**src/rtl/pulse_gen_multi_if.sv**
```systemverilog
// Config/trigger/output bundle for pulse_gen_multi.
// master drives config writes and TRIG/STOP; slave returns PULSE/BUSY/DONE.
interface pulse_gen_multi_if #(
  parameter int NCH   = 4,
  parameter int CNT_W = 24
);
  localparam int CH_W = (NCH > 1) ? $clog2(NCH) : 1;

  logic             CFG_WE;
  logic [CH_W-1:0]  CFG_CH;
  logic [1:0]       CFG_SEL;
  logic [CNT_W-1:0] CFG_DATA;
  logic [NCH-1:0]   TRIG;
  logic [NCH-1:0]   STOP;
  logic [NCH-1:0]   PULSE;
  logic [NCH-1:0]   BUSY;
  logic [NCH-1:0]   DONE;

  modport master (
    output CFG_WE, CFG_CH, CFG_SEL, CFG_DATA, TRIG, STOP,
    input  PULSE, BUSY, DONE
  );

  modport slave (
    input  CFG_WE, CFG_CH, CFG_SEL, CFG_DATA, TRIG, STOP,
    output PULSE, BUSY, DONE
  );
endinterface

```
**src/rtl/pulse_gen_multi.sv**
```systemverilog
// Multi-channel programmable pulse generator: per-channel period/width/burst (and phase).
// Optional macro PULSE_GEN_PHASE_EN adds the PHASE register and the start DELAY state.
module pulse_gen_multi #(
  parameter int NCH        = 4,
  parameter int CNT_W      = 24,
  parameter int DEF_PERIOD = 31999,
  parameter int DEF_WIDTH  = 16000
) (
  input  logic              CLK,
  input  logic              RST,
  pulse_gen_multi_if.slave  bus
);
  localparam int CH_W = (NCH > 1) ? $clog2(NCH) : 1;

  typedef enum logic [1:0] {
    S_IDLE  = 2'd0,
    S_RUN   = 2'd1,
    S_DELAY = 2'd2
  } state_t;

  logic [NCH-1:0] pulse_vec;
  logic [NCH-1:0] busy_vec;
  logic [NCH-1:0] done_vec;

  genvar gi;
  generate
    for (gi = 0; gi < NCH; gi++) begin : g_ch
      logic             cfg_hit;
      logic [CNT_W-1:0] period_reg, width_reg, burst_reg;
      logic [CNT_W-1:0] period_sh_reg, period_sh_next;
      logic [CNT_W-1:0] width_sh_reg, width_sh_next;
      logic [CNT_W-1:0] burst_sh_reg, burst_sh_next;
      logic [CNT_W-1:0] cnt_reg, cnt_next;
      logic [CNT_W-1:0] burst_cnt_reg, burst_cnt_next;
      logic [CNT_W:0]   burst_done_cnt;
      state_t           state_reg, state_next;
      logic             pulse_reg, pulse_next;
      logic             done_reg, done_next;
`ifdef PULSE_GEN_PHASE_EN
      logic [CNT_W-1:0] phase_reg;
      logic [CNT_W-1:0] phase_sh_reg, phase_sh_next;
`endif

      // Out-of-range channel numbers match no generate index and are dropped.
      assign cfg_hit = bus.CFG_WE && (bus.CFG_CH == CH_W'(gi));

      always_ff @(posedge CLK) begin
        if (RST) begin
          period_reg <= CNT_W'(DEF_PERIOD);
          width_reg  <= CNT_W'(DEF_WIDTH);
          burst_reg  <= '0;
`ifdef PULSE_GEN_PHASE_EN
          phase_reg  <= '0;
`endif
        end else if (cfg_hit) begin
          case (bus.CFG_SEL)
            2'd0:    period_reg <= bus.CFG_DATA;
            2'd1:    width_reg  <= bus.CFG_DATA;
            2'd2:    burst_reg  <= bus.CFG_DATA;
`ifdef PULSE_GEN_PHASE_EN
            2'd3:    phase_reg  <= bus.CFG_DATA;
`endif
            default: ;
          endcase
        end
      end

      // Periods completed including the one ending now; compared one bit wider.
      assign burst_done_cnt = {1'b0, burst_cnt_reg} + {{CNT_W{1'b0}}, 1'b1};

      always_comb begin
        state_next     = state_reg;
        cnt_next       = cnt_reg;
        burst_cnt_next = burst_cnt_reg;
        period_sh_next = period_sh_reg;
        width_sh_next  = width_sh_reg;
        burst_sh_next  = burst_sh_reg;
`ifdef PULSE_GEN_PHASE_EN
        phase_sh_next  = phase_sh_reg;
`endif
        done_next      = 1'b0;
        case (state_reg)
          S_IDLE: begin
            if (bus.TRIG[gi]) begin
              period_sh_next = period_reg;
              width_sh_next  = width_reg;
              burst_sh_next  = burst_reg;
              cnt_next       = '0;
              burst_cnt_next = '0;
              state_next     = S_RUN;
`ifdef PULSE_GEN_PHASE_EN
              phase_sh_next  = phase_reg;
              if (phase_reg != '0) state_next = S_DELAY;
`endif
            end
          end
`ifdef PULSE_GEN_PHASE_EN
          S_DELAY: begin
            if (cnt_reg == phase_sh_reg - CNT_W'(1)) begin
              state_next = S_RUN;
              cnt_next   = '0;
            end else begin
              cnt_next = cnt_reg + CNT_W'(1);
            end
          end
`endif
          S_RUN: begin
            if (cnt_reg == period_sh_reg) begin
              // Period boundary: new config only takes effect from here.
              cnt_next       = '0;
              burst_cnt_next = burst_cnt_reg + CNT_W'(1);
              period_sh_next = period_reg;
              width_sh_next  = width_reg;
              burst_sh_next  = burst_reg;
              if ((burst_sh_reg != '0) && (burst_done_cnt >= {1'b0, burst_sh_reg})) begin
                state_next = S_IDLE;
                done_next  = 1'b1;
              end
            end else begin
              cnt_next = cnt_reg + CNT_W'(1);
            end
          end
          default: state_next = S_IDLE;
        endcase
        if (bus.STOP[gi]) begin
          state_next = S_IDLE;
          done_next  = 1'b0;
        end
        pulse_next = (state_next == S_RUN) && (cnt_next < width_sh_next);
      end

      always_ff @(posedge CLK) begin
        if (RST) begin
          state_reg     <= S_IDLE;
          cnt_reg       <= '0;
          burst_cnt_reg <= '0;
          period_sh_reg <= CNT_W'(DEF_PERIOD);
          width_sh_reg  <= CNT_W'(DEF_WIDTH);
          burst_sh_reg  <= '0;
`ifdef PULSE_GEN_PHASE_EN
          phase_sh_reg  <= '0;
`endif
          pulse_reg     <= 1'b0;
          done_reg      <= 1'b0;
        end else begin
          state_reg     <= state_next;
          cnt_reg       <= cnt_next;
          burst_cnt_reg <= burst_cnt_next;
          period_sh_reg <= period_sh_next;
          width_sh_reg  <= width_sh_next;
          burst_sh_reg  <= burst_sh_next;
`ifdef PULSE_GEN_PHASE_EN
          phase_sh_reg  <= phase_sh_next;
`endif
          pulse_reg     <= pulse_next;
          done_reg      <= done_next;
        end
      end

      assign pulse_vec[gi] = pulse_reg;
      assign busy_vec[gi]  = (state_reg != S_IDLE);
      assign done_vec[gi]  = done_reg;
    end
  endgenerate

  assign bus.PULSE = pulse_vec;
  assign bus.BUSY  = busy_vec;
  assign bus.DONE  = done_vec;
endmodule
```
**src/flat_wrapper.sv**
```systemverilog
// flat-port wrapper written by rule: the top's interface ports become plain ports
module pulse_gen_multi_flat 
#(
  parameter int NCH        = 4,
  parameter int CNT_W      = 24,
  parameter int DEF_PERIOD = 31999,
  parameter int DEF_WIDTH  = 16000
)
  (CLK, RST, bus_CFG_WE, bus_CFG_CH, bus_CFG_SEL, bus_CFG_DATA, bus_TRIG, bus_STOP, bus_PULSE, bus_BUSY, bus_DONE);
  pulse_gen_multi_if #(.NCH(NCH), .CNT_W(CNT_W)) bus_i ();
  input  logic CLK;
  input  logic RST;
  input wire logic [$bits(bus_i.CFG_WE)-1:0] bus_CFG_WE;
  input wire logic [$bits(bus_i.CFG_CH)-1:0] bus_CFG_CH;
  input wire logic [$bits(bus_i.CFG_SEL)-1:0] bus_CFG_SEL;
  input wire logic [$bits(bus_i.CFG_DATA)-1:0] bus_CFG_DATA;
  input wire logic [$bits(bus_i.TRIG)-1:0] bus_TRIG;
  input wire logic [$bits(bus_i.STOP)-1:0] bus_STOP;
  output wire logic [$bits(bus_i.PULSE)-1:0] bus_PULSE;
  output wire logic [$bits(bus_i.BUSY)-1:0] bus_BUSY;
  output wire logic [$bits(bus_i.DONE)-1:0] bus_DONE;
  assign bus_i.CFG_WE = bus_CFG_WE;
  assign bus_i.CFG_CH = bus_CFG_CH;
  assign bus_i.CFG_SEL = bus_CFG_SEL;
  assign bus_i.CFG_DATA = bus_CFG_DATA;
  assign bus_i.TRIG = bus_TRIG;
  assign bus_i.STOP = bus_STOP;
  assign bus_PULSE = bus_i.PULSE;
  assign bus_BUSY = bus_i.BUSY;
  assign bus_DONE = bus_i.DONE;
  pulse_gen_multi #(.NCH(NCH), .CNT_W(CNT_W), .DEF_PERIOD(DEF_PERIOD), .DEF_WIDTH(DEF_WIDTH)) u_core (.CLK(CLK), .RST(RST), .bus(bus_i));
endmodule
```
**config.mk**
```make
export PLATFORM = sky130hd
export DESIGN_NAME = pulse_gen_multi_flat
export DESIGN_NICKNAME = d
export VERILOG_FILES = /design/src/rtl/pulse_gen_multi_if.sv /design/src/rtl/pulse_gen_multi.sv /design/src/flat_wrapper.sv
export SDC_FILE = /design/constraint.sdc
export NUM_CORES = 2
export LEC_CHECK = 0
export BUFFER_PORTS_ARGS = -buffer_cell sky130_fd_sc_hd__buf_2
export CAP_MARGIN = 15
export CORE_ASPECT_RATIO = 1.25
export CORE_MARGIN = 1
export CORE_UTILIZATION = 35
export DETAILED_ROUTE_END_ITERATION = 16
export HOLD_SLACK_MARGIN = 0.15
export PLACE_DENSITY = 0.45
export SLEW_MARGIN = 15
export SYNTH_ARGS = -nofsm -noshare
export SYNTH_HDL_FRONTEND = slang
export SYNTH_SLANG_ARGS = --single-unit
```
**constraint.sdc**
```tcl
create_clock -name CLK -period 8.95 [get_ports CLK]
set_input_delay 0.895 -clock CLK [delete_from_list [all_inputs] [get_ports CLK]]
set_output_delay 0.895 -clock CLK [all_outputs]
set_load 0.1 [all_outputs]
```
## Word-level counts from Yosys, hierarchy flattened

Index checks and enable logic that the tools add are counted.

| storage, ports and cells | value |
|---|---|
| register bits after elaboration | 784 |
| bits of input ports | 39 |
| output and inout port bits | 12 |
| logic and storage cells | 231 |

| cells by class | value |
|---|---|
| add/sub/neg operators | 12 |
| $lt $le $gt $ge | 8 |
| equal/unequal tests | 25 |
| muxes and demuxes | 84 |
| bitwise gates (word level) | 8 |
| reduce and logical (&&, ||, !) cells | 50 |

Operators with widths:

| cell | number |
|---|---|
| 24-bit 2-to-1 mux | 40 |
| 24-bit case mux with 2 select lines | 20 |
| 24-bit by 1-bit adder with 24-bit output (second input constant) | 8 |
| 24-bit by 1-bit adder with 25-bit output (second input constant) | 4 |
| 25-bit by 24-bit >= comparator with 1-bit output | 4 |
| 24-bit equality test | 4 |
| 24-bit less-than comparator | 4 |
| 24-bit nonzero test | 4 |
| 2-bit 2-to-1 mux | 16 |
| 2-bit AND reduction | 12 |
| 2-bit by 1-bit equality test with 1-bit output (second input constant) | 10 |
| 2-bit case mux with 2 select lines | 4 |
| 2-bit nonzero test | 8 |
| 4-bit OR reduction | 4 |
| 1-bit logical AND | 12 |
| 2-bit zero test | 6 |
| 3-bit AND reduction | 4 |
| 2-bit by 1-bit inequality test with 1-bit output (second input constant) | 4 |
| 2-bit inequality test (second input constant) | 4 |
| 1-bit NOT | 8 |
| 2-bit equality test (second input constant) | 3 |
| 1-bit 2-to-1 mux | 4 |

## Longest topological paths before layout

| logic depth | value |
|---|---|
| depth after elaboration | 9 |
| gate-level depth with buffers | 19 |
| depth with buffers taken out | 17 |

## Least setup slack after synthesis

OpenSTA, ideal clock, no wires.

| timing | value |
|---|---|
| path kind | flip-flop to flip-flop |
| start point | register u_core.g_ch[1].cnt_reg[11] |
| end point | register u_core.g_ch[1].pulse_reg |
| setup time | 96 ps |
| data arrival time | 3319 ps |
| required time | 8854 ps |
| path slack | 5535 ps |
| stages on the path, launching flop included | 19 |
| buffers on the path | 3 |
| period minus slack after synthesis | 3415 ps |
| cells stage by stage | dfxtp_1 > buf_2 > xor2_1 > nor4_2 > nand4_1 > nor3_4 > nor2_2 > buf_2 > buf_6 > nor3b_1 > a21oi_1 > ha_1 > and4_1 > nand3_1 > nor3_1 > a21boi_0 > a2111oi_0 > o21ai_0 > nor4b_1 |

| between the ends | value |
|---|---|
| cells in the longest elaborated chain, start to end | 6 |
| elaborated cells between the ends (all ways) | 13 |
| classes of those cells | add/sub: 1; order compare: 1; eq/ne: 2; mux: 8; reduce/logical: 1 |

Ends and longest elaborated chain:

| item | RTL line | RTL |
|---|---|---|
| start, declared | pulse_gen_multi.sv:33 | `logic [CNT_W-1:0] cnt_reg, cnt_next;` |
| start signal, assigned | pulse_gen_multi.sv:147 | `cnt_reg <= cnt_next;` |
| parallel branches: the longest is 5 deep, another holds 24-bit by 1-bit adder with 24-bit output | -- |  |
| 1-bit logical AND (*) | pulse_gen_multi.sv:129 | `pulse_next = (state_next == S_RUN) && (cnt_next < width_sh_next);` |
| end signal, assigned | pulse_gen_multi.sv:155 | `pulse_reg <= pulse_next;` |
| end, declared | pulse_gen_multi.sv:37 | `logic pulse_reg, pulse_next;` |

Every way passes the cells marked *.
A chain may end at the register's enable or synchronous reset.

## Worst setup path after layout

| timing | value |
|---|---|
| start point | register u_core.g_ch[1].cnt_reg[6] |
| end point | register u_core.g_ch[1].pulse_reg |

The elaborated chain is that of the path after synthesis.

==> impl_metrics.csv <==
group,metric,value,unit
setup_path,rr_startpoint,"u_core.g_ch[1].cnt_reg[6]",
detailed_routing,vias_per_cell,5.13,
timing,clock_skew,0.0237,ns
clock_tree,tritoncts,"yes",
detailed_routing,detailedRoute.firstPassIterationCount,7,
placed_design,dpl-instance-area,38800,sq um
synth,syn-instance-count,4777,
power_and_ir_drop,power.density,186,nW/um^2
detailed_routing,wirelength,118000,um
setup_path,worst-r2r-setup-slack,4.05,ns
clock_tree,clock_insertion_delay_worst_skew,0.68,ns
die,ioPinCount,51,
clock_tree,clk_root_buffer_cell,"sky130_fd_sc_hd__clkbuf_16",
die,die_area,109000,sq um
setup_path,critPathTopFamily,"simple AND/OR/NAND/NOR gates",
detailed_routing,count_of_routing_violations_after_the_opening_detailed_route_iteration,1775,
setup_path,worst-path-stages,17,
global_route,largest_net_degree_at_the_start_of_global_routing,168,
timing,rsz0062_at_grt,"no",
synth,synth_enable_flop_cells,0,
clock_tree,cts-htree-levels,3,
die,die-width,295,um
final_layout,multi_input_comb_area,20300,sq um
synth,syn-cell-area,37700,sq um
setup_path,crit_path_cell_trace,"xor2_1 > nor4_1 > nand4_1 > nor3_4 > nor2_4 > buf_4 > buf_4 > nor3b_1 > a21oi_1 > ha_1 > and4_1 > nand3_1 > nor3_1 > a21boi_0 > a2111oi_0 > o21ai_0 > nor4b_1",
flow_run,drv_cap,0,
setup_path,critPathSlowestCell,"sky130_fd_sc_hd__nor3_4",
synth,yosys_warns,0,
die,chipHeight,369,um
synth,synth_cell_type_count,82,
global_route,gr-total-overflow,0,
synth,syn_area_cell,7.88,sq um
setup_path,timing.critical_path.arrival,5.46,ns
power_and_ir_drop,total_leakage_power,15.5,nW
status,outcome,"finished, final reports clean",
setup_path,worst_path_most_repeated_cell,"sky130_fd_sc_hd__buf_4",
detailed_routing,drcViolationCount,0,
setup_path,logic_depth_of_the_worst_register_to_register_path,17,
final_layout,most-common-layout-cells,"1110 x sky130_fd_sc_hd__nand2_1, 784 x sky130_fd_sc_hd__dfxtp_1, 608 x sky130_fd_sc_hd__a21oi_1, 250 x sky130_fd_sc_hd__nor2_1, 196 x sky130_fd_sc_hd__ha_1",
timing,drv_slew,0,
setup_path,crit_required,9.51,ns
worst_hold_path,hold_path.class,"input pin to flip-flop",
setup_path,critical_path_buf_inv_count,2,
setup_path,setup.worst_path.end_class,"flip-flop",
final_layout,final-seq-area,15700,sq um
setup_path,critical_path.reg2reg.endpoint,"u_core.g_ch[1].pulse_reg",
placed_design,io_buffer_count,50,
setup_path,crit_type,"flip-flop to flip-flop",
detailed_routing,num_vias,31500,
die,start_util,0.353,
clock_tree,clock_tree.buffer_depth,3,
synth,ys_async_sr_fraction,0,
global_route,wire_length_of_the_first_global_routing_pass,182000,um
setup_path,cp-startpoint,"u_core.g_ch[1].cnt_reg[6]",
setup_path,max_stage_delay,0.68,ns
detailed_routing,drt.antenna.violating_nets,0,
timing,final_worst_path_setup_slack,4.05,ns
setup_path,critical_path_start_type,"flip-flop",
global_route,grt_use_total,0.214,
setup_path,critical_path.max_fanout,66,
timing,timing.final.crit_share,0.548,
clock_tree,cts_post_setup_buffers_inserted,0,
synth,synthFlopType,"sky130_fd_sc_hd__dfxtp_1",
synth,synth-seq-area-share,0.417,
detailed_routing,per_cell_routed_wire_length,19.2,um
clock_tree,quantity_of_hold_fixing_buffers_added_after_cts,0,
global_route,antenna_violations_before_repair,8,
global_route,via_count_of_the_first_global_routing_pass,30200,
placed_design,gp_congestion,0.822,
timing,final_hold_viol_count,0,
die,core,107000,sq um
final_layout,n_fill_cell,11200,
final_layout,final_area,41900,sq um
final_layout,num-nets-final,4879,
final_layout,syn_to_final_growth,11.2,%
timing,finalSetupTns,0,ns
timing,tightestPinTransition,1.09,ns
setup_path,capturing_element_of_the_worst_setup_path,"u_core.g_ch[1].pulse_reg",
timing,setup_viol,0,
timing,max_freq,204,MHz
die,num_rows,134,
clock_tree,worst_path_clk_slew,0.06,ns
power_and_ir_drop,irDropWorstVdd,0.000143,V
final_layout,most_common_cell_after_layout_fill_and_taps_aside,"sky130_fd_sc_hd__nand2_1",
placed_design,hpwlAfterDp,76500,um
synth,synth.ff_latch_count,784,
final_layout,layout-drive-gt1-share,0.0630,
timing,fin_crit,4.90,ns
clock_tree,number_of_buffers_created_by_cts,86,
clock_tree,cts.repair.resized,0,
timing,max-slew-margin-rel,0.272,
clock_tree,cts.sinks,784,
placed_design,post_placement_setup_slack,4.02,ns
worst reg2reg max path, delay by kind of cell, from the launching register on:
family / cells / cell delay [ns]
fa+ha+maj: 1 / 0.34
compound gates: 4 / 0.74
simple gates: 9 / 2.42
buf+inv: 2 / 0.76
xor+xnor: 1 / 0.10
flops: 1 / 0.43
stage by stage:
stage	total power, mW	utilization	std cells	hold slack, ns
after floorplan	3.89	-	4780	0.432
after global placement	4.04	0.364	5984	0.437
after detailed placement	4.04	0.364	5984	0.442
after CTS	7.91	0.393	6141	0.362
after global routing	8.07	0.393	6141	0.414
final	7.79	0.393	6143	0.418
logic make-up (layout without fill, tap and decap cells):
| logic type | count (synthesis) | after routing | synth area share |
|---|---|---|---|
| AO/OA/AOI/OAI | 989 | 989 | 0.147 |
| XOR/XNOR | 193 | 193 | 0.0449 |
| adder cells (fa/ha/maj) | 196 | 196 | 0.0651 |
| buffers and inverters | 428 | 361 | 0.0458 |
| flip-flops | 784 | 784 | 0.417 |
| multiplexers | 8 | 8 | 0.00223 |
| other | 1 | 6 | 0.0000996 |
| AND/OR/NAND/NOR | 2178 | 2178 | 0.278 |
report_power, final:
| part | leakage [nW] | switching, mW | internal (mW) |
|---|---|---|---|
| Combinational | 7.67 | 0.305 | 0.0955 |
| Clock | 1.50 | 1.54 | 2.29 |
| Sequential | 6.34 | 0.0249 | 3.53 |
metal layers:
| metal | vias to the layer above | global-route usage | routed length [um] |
|---|---|---|---|
| met1 | 15000 | 0.274 | 53100 |
| met5 | - | 0 | 7 |
| met4 | 2 | 0.0568 | 2300 |
| met3 | 134 | 0.0224 | 3810 |
| met2 | 420 | 0.379 | 58700 |
| li1 | 16000 | - | - |
layout make-up:
type                       instances  share of cell area
clock inverter                    33              0.0102
tap                             1428              0.0427
clock buffer                     124              0.0623
timing repair buffer              96              0.0151
sequential                       784               0.375
multi-input combinational       3568               0.485
inverter                         108             0.00968
antenna                            2            0.000119
cell usage after synthesis (24+ instances only):
cell	n	area, sq um
sky130_fd_sc_hd__nand3b_1	119	893
sky130_fd_sc_hd__o31ai_1	40	300
sky130_fd_sc_hd__dfxtp_1	784	15700
sky130_fd_sc_hd__and3_1	58	363
sky130_fd_sc_hd__nor2b_1	128	801
sky130_fd_sc_hd__inv_1	108	405
sky130_fd_sc_hd__nor3_1	28	140
sky130_fd_sc_hd__nand2b_1	41	257
sky130_fd_sc_hd__ha_1	196	2450
sky130_fd_sc_hd__nand4_1	65	407
sky130_fd_sc_hd__nor3b_1	96	721
sky130_fd_sc_hd__and2_1	27	169
sky130_fd_sc_hd__a31oi_1	24	150
sky130_fd_sc_hd__nand3_1	135	676
sky130_fd_sc_hd__nor2_1	250	938
sky130_fd_sc_hd__buf_2	40	200
sky130_fd_sc_hd__a21o_1	34	255
sky130_fd_sc_hd__a21oi_1	608	3040
sky130_fd_sc_hd__xnor2_1	107	937
sky130_fd_sc_hd__o21ai_0	170	851
sky130_fd_sc_hd__nor4_1	49	307
sky130_fd_sc_hd__clkbuf_1	245	920
sky130_fd_sc_hd__nand2_1	1111	4170
sky130_fd_sc_hd__xor2_1	86	753
worst min path at each step:
stage | depth (start not counted) | startpoint | to | slack [ns]
after detailed placement | 2 | u_core.g_ch[2].width_reg[15] | u_core.g_ch[2].width_reg[15] | 0.44
final | 2 | bus_STOP[0] | u_core.g_ch[0].done_reg | 0.42
after floorplan | 2 | u_core.g_ch[0].width_reg[14] | u_core.g_ch[0].width_reg[14] | 0.43
after CTS | 2 | bus_STOP[0] | u_core.g_ch[0].done_reg | 0.36
after global placement | 2 | u_core.g_ch[0].width_reg[15] | u_core.g_ch[0].width_reg[15] | 0.44
after global routing | 2 | bus_STOP[0] | u_core.g_ch[0].done_reg | 0.41
No activity file was read; power rests on OpenSTA's default activity.
